**config.mk**
```make
export PLATFORM = sky130hd
export DESIGN_NAME = exec_writeback_unit
export DESIGN_NICKNAME = d
export VERILOG_FILES = /design/src/rtl/exec_pkg.sv /design/src/rtl/exec_seq_mul.sv /design/src/rtl/exec_writeback_unit.sv
export SDC_FILE = /design/constraint.sdc
export NUM_CORES = 1
export LEC_CHECK = 0
export CORE_MARGIN = 2
export CORE_UTILIZATION = 40
export DETAILED_ROUTE_END_ITERATION = 6
export DONT_BUFFER_PORTS = 1
export HOLD_SLACK_MARGIN = 0.08
export PLACE_DENSITY = 0.59
export SETUP_SLACK_MARGIN = 0.05
export SLEW_MARGIN = 40
export SYNTH_ARGS = -nofsm -noshare
export SYNTH_HDL_FRONTEND = slang
export SYNTH_HIERARCHICAL = 1
export SYNTH_SLANG_ARGS = --single-unit
```
**constraint.sdc**
```tcl
create_clock -name clk -period 3.7 [get_ports clk]
set_clock_uncertainty 0.05 [all_clocks]
set_input_delay 0.925 -clock clk [delete_from_list [all_inputs] [get_ports clk]]
set_output_delay 0.925 -clock clk [all_outputs]
set_load 0.05 [all_outputs]
```
**src/rtl/exec_pkg.sv**
```systemverilog
// Shared constants for the execute/writeback stage: opcodes, FSM state encoding
// and the iterative multiplier length.
package exec_pkg;

  localparam logic [3:0] OP_ADD  = 4'd0;
  localparam logic [3:0] OP_SUB  = 4'd1;
  localparam logic [3:0] OP_AND  = 4'd2;
  localparam logic [3:0] OP_OR   = 4'd3;
  localparam logic [3:0] OP_XOR  = 4'd4;
  localparam logic [3:0] OP_SLT  = 4'd5;
  localparam logic [3:0] OP_SLTU = 4'd6;
  localparam logic [3:0] OP_SLL  = 4'd7;
  localparam logic [3:0] OP_SRL  = 4'd8;
  localparam logic [3:0] OP_SRA  = 4'd9;
  localparam logic [3:0] OP_MUL  = 4'd10;

  localparam logic [1:0] ST_IDLE = 2'd0;
  localparam logic [1:0] ST_EXEC = 2'd1;
  localparam logic [1:0] ST_WB   = 2'd2;

  localparam int MUL_CYCLES = 32;

  function automatic logic is_shift(input logic [3:0] op);
    return (op == OP_SLL) || (op == OP_SRL) || (op == OP_SRA);
  endfunction

endpackage

```
**src/rtl/exec_seq_mul.sv**
```systemverilog
// Iterative shift-add multiplier: one partial product per cycle, MUL_CYCLES
// cycles after start; done marks the final iteration, when product is complete.
module exec_seq_mul
  import exec_pkg::*;
#(
  parameter int WIDTH = 32
) (
  input  logic             clk,
  input  logic             rst_n,
  input  logic             start,
  input  logic [WIDTH-1:0] a,
  input  logic [WIDTH-1:0] b,
  output logic             done,
  output logic [WIDTH-1:0] product
);

  localparam logic [5:0] LAST_ITER = 6'(MUL_CYCLES - 1);

  logic [WIDTH-1:0] mcand_q;
  logic [WIDTH-1:0] mplier_q;
  logic [WIDTH-1:0] acc_q;
  logic [5:0]       cnt_q;
  logic             running_q;

  // product already includes the current iteration, so the last one needs no extra cycle
  assign product = acc_q + (mplier_q[0] ? mcand_q : '0);
  assign done    = running_q && (cnt_q == LAST_ITER);

  always_ff @(posedge clk or negedge rst_n) begin
    if (!rst_n) begin
      mcand_q   <= '0;
      mplier_q  <= '0;
      acc_q     <= '0;
      cnt_q     <= '0;
      running_q <= 1'b0;
    end else if (start) begin
      mcand_q   <= a;
      mplier_q  <= b;
      acc_q     <= '0;
      cnt_q     <= '0;
      running_q <= 1'b1;
    end else if (running_q) begin
      acc_q    <= product;
      mcand_q  <= mcand_q << 1;
      mplier_q <= mplier_q >> 1;
      cnt_q    <= cnt_q + 6'd1;
      if (done) running_q <= 1'b0;
    end
  end

endmodule

```
**src/rtl/exec_writeback_unit.sv**
```systemverilog
// Execute stage feeding the register_file write port with a START/BUSY/DONE handshake.
// Define EXEC_MUL_EN to build the iterative multiplier; otherwise MUL is illegal.
module exec_writeback_unit
  import exec_pkg::*;
#(
  parameter int WIDTH = 32,
  parameter int AW    = 3
) (
  input  logic             clk,
  input  logic             rst_n,
  input  logic             start,
  input  logic [3:0]       op,
  input  logic [AW-1:0]    dest,
  input  logic [WIDTH-1:0] data_a,
  input  logic [WIDTH-1:0] data_b,
  output logic             busy,
  output logic             done,
  output logic             ld,
  output logic [AW-1:0]    dr,
  output logic [WIDTH-1:0] d_in,
  output logic             zero,
  output logic             illegal
);

  logic [1:0]       state_q;
  logic [3:0]       op_q;
  logic [AW-1:0]    dest_q;
  logic [WIDTH-1:0] a_q;
  logic [WIDTH-1:0] b_q;
  logic [4:0]       cnt_q;

  logic             exec_done;
  logic             exec_illegal;
  logic [WIDTH-1:0] exec_result;
  logic             mul_done;
  logic [WIDTH-1:0] mul_product;

  assign busy = (state_q != ST_IDLE);

`ifdef EXEC_MUL_EN
  exec_seq_mul #(.WIDTH(WIDTH)) u_mul (
    .clk     (clk),
    .rst_n   (rst_n),
    .start   ((state_q == ST_IDLE) && start && (op == OP_MUL)),
    .a       (data_a),
    .b       (data_b),
    .done    (mul_done),
    .product (mul_product)
  );
`else
  assign mul_done    = 1'b1;
  assign mul_product = '0;
`endif

  // Shifts move a_q one bit per cycle; a zero shift amount still spends one cycle
  always_comb begin
    exec_done    = 1'b1;
    exec_illegal = 1'b0;
    exec_result  = '0;
    case (op_q)
      OP_ADD:  exec_result = a_q + b_q;
      OP_SUB:  exec_result = a_q - b_q;
      OP_AND:  exec_result = a_q & b_q;
      OP_OR:   exec_result = a_q | b_q;
      OP_XOR:  exec_result = a_q ^ b_q;
      OP_SLT:  exec_result = {{(WIDTH-1){1'b0}}, ($signed(a_q) < $signed(b_q))};
      OP_SLTU: exec_result = {{(WIDTH-1){1'b0}}, (a_q < b_q)};
      OP_SLL, OP_SRL, OP_SRA: begin
        if (cnt_q == 5'd0) begin
          exec_result = a_q;
        end else begin
          exec_done = (cnt_q == 5'd1);
          if (op_q == OP_SLL)      exec_result = {a_q[WIDTH-2:0], 1'b0};
          else if (op_q == OP_SRL) exec_result = {1'b0, a_q[WIDTH-1:1]};
          else                     exec_result = {a_q[WIDTH-1], a_q[WIDTH-1:1]};
        end
      end
      OP_MUL: begin
`ifdef EXEC_MUL_EN
        exec_done   = mul_done;
        exec_result = mul_product;
`else
        exec_illegal = mul_done;
        exec_result  = mul_product;
`endif
      end
      default: exec_illegal = 1'b1;
    endcase
  end

  always_ff @(posedge clk or negedge rst_n) begin
    if (!rst_n) begin
      state_q <= ST_IDLE;
      op_q    <= '0;
      dest_q  <= '0;
      a_q     <= '0;
      b_q     <= '0;
      cnt_q   <= '0;
      ld      <= 1'b0;
      done    <= 1'b0;
      illegal <= 1'b0;
      zero    <= 1'b0;
      dr      <= '0;
      d_in    <= '0;
    end else begin
      ld      <= 1'b0;
      done    <= 1'b0;
      illegal <= 1'b0;
      case (state_q)
        ST_IDLE: begin
          if (start) begin
            op_q    <= op;
            dest_q  <= dest;
            a_q     <= data_a;
            b_q     <= data_b;
            cnt_q   <= data_b[4:0];
            state_q <= ST_EXEC;
          end
        end
        ST_EXEC: begin
          if (is_shift(op_q) && (cnt_q != 5'd0)) begin
            a_q   <= exec_result;
            cnt_q <= cnt_q - 5'd1;
          end
          // Write-port outputs are registered here so they appear exactly in the WB cycle
          if (exec_done) begin
            state_q <= ST_WB;
            ld      <= 1'b1;
            done    <= 1'b1;
            illegal <= exec_illegal;
            dr      <= dest_q;
            d_in    <= exec_result;
            zero    <= (exec_result == '0);
          end
        end
        ST_WB:   state_q <= ST_IDLE;
        default: state_q <= ST_IDLE;
      endcase
    end
  end

endmodule

```
* Word level (Yosys, flattened, before mapping)
Index checks and enable logic that the tools add are counted.
Operators by class: mux-type cells 20, bitwise gates (word level) 3, equality and inequality tests 14, add/sub/neg operators 3, reduce and logical (&&, ||, !) cells 16, $lt $le $gt $ge 2
Operators by type and width (count):
- $pmux 32 s8 | 1
- $mux 32 | 5
- $lt 32x32->1 | 2
- $pmux 32 s2 | 1
- $add 32x32->32 | 1
- $and 32x32->32 | 1
- $logic_not 32->1 | 1
- $or 32x32->32 | 1
- $sub 32x32->32 | 1
- $xor 32x32->32 | 1
- $eq 4x3->1 const B | 4
- $mux 5 | 2
- $pmux 5 s2 | 1
- $reduce_or 10->1 | 1
- $eq 4x2->1 const B | 2
- $eq 4x4->1 const B | 2
- $mux 1 | 7
- $ne 2x2->1 const B | 3
- $reduce_and 2->1 | 3
- $eq 5x1->1 const B | 1
- $logic_not 5->1 | 1
- $reduce_bool 5->1 | 1
- $sub 5x1->5 const B | 1
- $eq 4x1->1 const B | 1
- 10 further kinds | 13
Word-level totals: logic and storage cells 69, output and inout port bits 40, bits in registers 116, input port bits 74

* Logic depth before layout (Yosys ltp)
word-level depth 7, gate-level depth with buffers 15, mapped depth without buffers 14

* Worst setup path after synthesis
OpenSTA, ideal clock, no wires.
kind reg-to-reg, start register a_q[1], end register zero, arrival 3.364 ns, stages on the path, launching flop included 14, data required time 3.582 ns, path buffers 0, library setup time 0.068 ns, setup slack 0.218 ns, clock period less this slack 3.482 ns, cell sequence dfrtp_1 inv_1 fa_1 and2b_1 o2111ai_1 a2111o_1 a211oi_2 o21ai_1 o211ai_1 xor2_1 a211o_2 and3b_1 and4b_1 a32o_1
Between the ends: cells in the longest elaborated chain, start to end 5, elaborated cells on any way between the ends 12, classes of those cells add/sub: 2; order compare: 2; mux: 4; bitwise: 3; reduce/logical: 1
Ends and longest elaborated chain:
- from (decl) | RTL line exec_writeback_unit.sv:28 | logic [WIDTH-1:0] a_q;
- from (signal assigned) | RTL line exec_writeback_unit.sv:114 | a_q <= data_a;
- from (signal assigned) | RTL line exec_writeback_unit.sv:122 | a_q <= exec_result;
- parallel branches: the longest is 3 deep, another holds $sub 32x32->32
- $pmux 32 s8 (*) | RTL line exec_writeback_unit.sv:60 | case (op_q)
- $logic_not 32->1 (*) | RTL line exec_writeback_unit.sv:133 | zero <= (exec_result == '0);
- to (signal assigned) | RTL line exec_writeback_unit.sv:133
- to (decl) | RTL line exec_writeback_unit.sv:21 | output logic zero,
Mark *: on every way between the ends. A chain may end at the register's enable or synchronous reset.

* Worst setup path after layout
start register a_q[0], end register zero
Between the ends: cells in the longest elaborated chain, start to end 4, elaborated cells on any way between the ends 11, classes of those cells add/sub: 2; order compare: 2; mux: 3; bitwise: 3; reduce/logical: 1
Ends and longest elaborated chain (RTL line):
- parallel branches: the longest is 2 deep, another holds $sub 32x32->32
- $pmux 32 s8 (*) | exec_writeback_unit.sv:60
- $logic_not 32->1 (*) | exec_writeback_unit.sv:133
Marked as above.

==> metrics.md <==
| Metric | Value |
|---|---|
| Status | `finished, final reports clean` |
| Post-Route Utilization | `50.02%` |
| Average size of a mapped cell | `7.612 µm²` |
| Largest cells by area after synthesis | `dfrtp_1, ha_1, o21ai_0` |
| Fin. Hold Viols | `0` |
| Asr flop ratio synth | `between 90% and 100%` |
| Vias per cell | `5.931` |
| Grt met3 use | `under 10%` |
| Fin crit period | `3.691 ns` |
| Post-synthesis xor/xnor area fraction | `1.694%` |
| Global routing's busiest layer | `met2` |
| DRT antenna net count | `0` |
| Fin crit share | `99.76%` |
| Core area | `26800 µm²` |
| Die width | `168.7 µm` |
| Deepest clock path buffer count | `2` |
| Share of cells above drive strength 1 | `21.03%` |
| EDFF count, synth | `0` |
| #FFs+latches synth | `116` |
| GR Util met2 | `roughly 46%` |
| # Max-Cap Violations | `0` |
| Core Rows | `60` |
| Die ar. | `28470 µm²` |
| Drt wl/cell | `22.10 µm` |
| Post-route DRC | `0` |
| Tightest Hold Check Type | `in2async` |
| Clock slew at reported path FFs | `approximately 0.070 ns` |
| Final setup fails | `0` |
| CP startpoint kind | `flop` |
| Skew-Pair Late Insertion Delay | `about 0.43 ns` |
| Post-Synth Adder-Cell Area | `12.82%` |
| Synth Area in Simple Gates | `19.17%` |
| Tot GR Track Use | `approximately 30%` |
| Cell taking the most area after synthesis | `dfrtp_1` |
| Chip Height | `168.7 µm` |
| Drt pass-1 iters | `7` |
| Post-synth top area share | `a little over a quarter` |
| Clock sink count | `116` |
| FF-to-FF End | `zero$_DFFE_PN0P_` |
| Synth Area in Compound Gates | `30.12%` |
| Worst EP required | `approximately 4.0 ns` |
| Gate Count Post-Synth | `1426` |
| Nets | `1745` |
| TritonCTS clock tree | `built` |
| N_diodes | `0` |
| Largest family of logic cells by synthesized area | `compound AO/OA/AOI/OAI gates` |
| Worst-Margin Slew | `0.8599 ns` |
| First-pass GRT wire length | `65.88 mm` |
| Port bufs | `0` |
| Nature of the critical path endpoint | `flop` |
| Seq/Total Area, Yosys | `26.74%` |
| Hpwl dp | `32.31 mm` |
| Starting Density | `40.50%` |
| Worst reg2reg path startpoint | `a_q[0]$_DFFE_PN0P_` |
| Vias | `11360` |
| Syn_nets | `1610` |
| GRT overflow | `0` |
| F_max | `0.2709 GHz` |
| Max-slew violations | `0` |
| CP Max Fanout | `3` |
| Distinct cells, synth | `87` |
| Mapped cell area | `10860 µm²` |
| Initial antenna violation count | `1` |
| Inserted Clock Buffers | `17` |
| Met1 Usage GRT | `42.58%` |
| Relative slew slack | `between 40% and 50%` |
| H-tree Lvls | `4` |
| Cells after DPL | `roughly 1900` |
| TNS Setup | `0 ns` |
| R2R depth | `15` |
| Setup CP Type | `reg2reg` |
| Vias in the first global route | `around 11000` |
| Synth-to-layout area growth | `23.50%` |
| Post-Route WL | `42.33 mm` |
| I/O pins | `114` |
| RD Place Congestion | `1.015` |
| Post-synthesis mux area share | `1.717%` |
| CTS root buf | `clkbuf_16` |
| Critical path data arrival time | `~4 ns` |
| Post-route non-filler standard cell count | `approximately 1900` |
| Hold_buf cts | `0` |
| Synth Flop Type | `dfrtp_1` |
| Unrepaired setup endpoints after global routing | `yes` |
| DR iter-0 viols | `1115` |
| R2R Setup Slk | `0.009 ns` |
| Largest net degree at the start of global routing | `between 100 and 150` |
| Synth warn | `6` |
[cells by family (layout without fill, tap and decap cells)]
group,count (synthesis),after routing
and+or+nand+nor,455,455
adders and majority gates,110,110
muxes,18,18
DFF,116,116
buffers and inverters,201,349
AOI/OAI and AO/OA,505,505
xor gates and xnor gates,21,21
[how the worst max path moves through the flow]
| stage | to | from | slack (ns) |
|---|---|---|---|
| floorplan | zero$_DFFE_PN0P_ | a_q[1]$_DFFE_PN0P_ | 0.22 |
| finish | zero$_DFFE_PN0P_ | a_q[0]$_DFFE_PN0P_ | 0.009 |
| global route | zero$_DFFE_PN0P_ | b_q[0]$_DFFE_PN0P_ | -0.14 |
| detailed placement | zero$_DFFE_PN0P_ | b_q[7]$_DFFE_PN0P_ | -0.29 |
| global placement | zero$_DFFE_PN0P_ | b_q[6]$_DFFE_PN0P_ | -0.25 |
| CTS | zero$_DFFE_PN0P_ | b_q[0]$_DFFE_PN0P_ | 0.05 |
[area by class of cell]
type	instances	area [µm²]
inverter	103	386.6
clock buffer	17	425.4
fill	2660	13390
tap	341	426.7
timing repair buffer	214	1652
sequential	116	2903
clock inverter	15	172.7
multi-input combinational	1109	7441
[critical path: stages, from the launching register on]
cell	delay [ns]
dfrtp_1	0.38
ha_2	0.20
inv_2	0.05
fa_2	0.33
and2b_1	0.22
o2111ai_2	0.16
a2111o_1	0.52
a211oi_2	0.31
buf_4	0.16
o21a_1	0.11
a2111o_1	0.11
nand3_2	0.09
nand4bb_4	0.26
nor4_4	0.29
and4b_1	0.24
a32o_1	0.15
[routing by layer]
| metal | wire length [µm] | up-vias |
|---|---|---|
| met5 | 8 | - |
| met4 | 1008 | 2 |
| met3 | 2864 | 71 |
| met2 | 18920 | 451 |
| met1 | 19530 | 5473 |
| li1 | - | 5360 |
[repair_timing]
action	in CTS	in global routing
setup endpoints to repair	8	13
pin swaps	11	32
resized for setup	23	35
setup buffers	4	2
[per-stage QoR]
step / setup WS, ns / area, µm² / hold WS, ns
final: 0.008886 / 13410 / 0.1416
after CTS: 0.05085 / 13240 / 0.1311
after floorplan: 0.2177 / 10860 / 0.3848
after global routing: -0.1360 / 13410 / 0.1250
after global placement: -0.2533 / 12490 / 0.3971
after detailed placement: -0.2861 / 12490 / 0.4034
[sequential cells by signal, indices dropped and copies added (netlist names), 2 cells and up]
| register | cells |
|---|---|
| d_in | 32 |
| state_q | 2 |
| dr | 3 |
| op_q | 4 |
| a_q | 32 |
| cnt_q | 5 |
| b_q | 32 |
| dest_q | 3 |
[synth_stat cells (all sizes together) (11+ instances only)]
cell and count:
a21oi 115, nand2b 11, nand2 202, buf 36, inv 101, nor2b 12, a31oi 23, a21o 18
mux2i 13, nor3 22, nand4 17, clkbuf 62, a22oi 15, ha 108, nor2 119, xnor2 16
dfrtp 116, o21ai 164, nand3 16, a221oi 15, a211oi 19, o211ai 27
[cells in the final DEF (no fill, tap or decap), drive strengths merged, types with 9 or more instances in the layout]
cell type	Yosys	layout
ha	108	108
inv	101	106
mux2i	13	13
o2111ai	10	10
xnor2	16	16
a21o	18	18
or3	10	10
a221oi	15	15
nand2b	11	11
o21ai	164	164
nand3	16	16
nand4	17	17
nor2b	12	12
o21a	10	10
a22oi	15	15
a31oi	23	23
nand2	202	202
nor3	22	22
nor2	119	119
a21oi	115	115
dfrtp	116	116
clkbuf	62	17
o21bai	9	9
buf	36	214
o211ai	27	27
a211oi	19	19
Power is left out: the tool's default activity adds up to more than one toggle a clock period on the data nets, which glitch-free logic cannot reach.
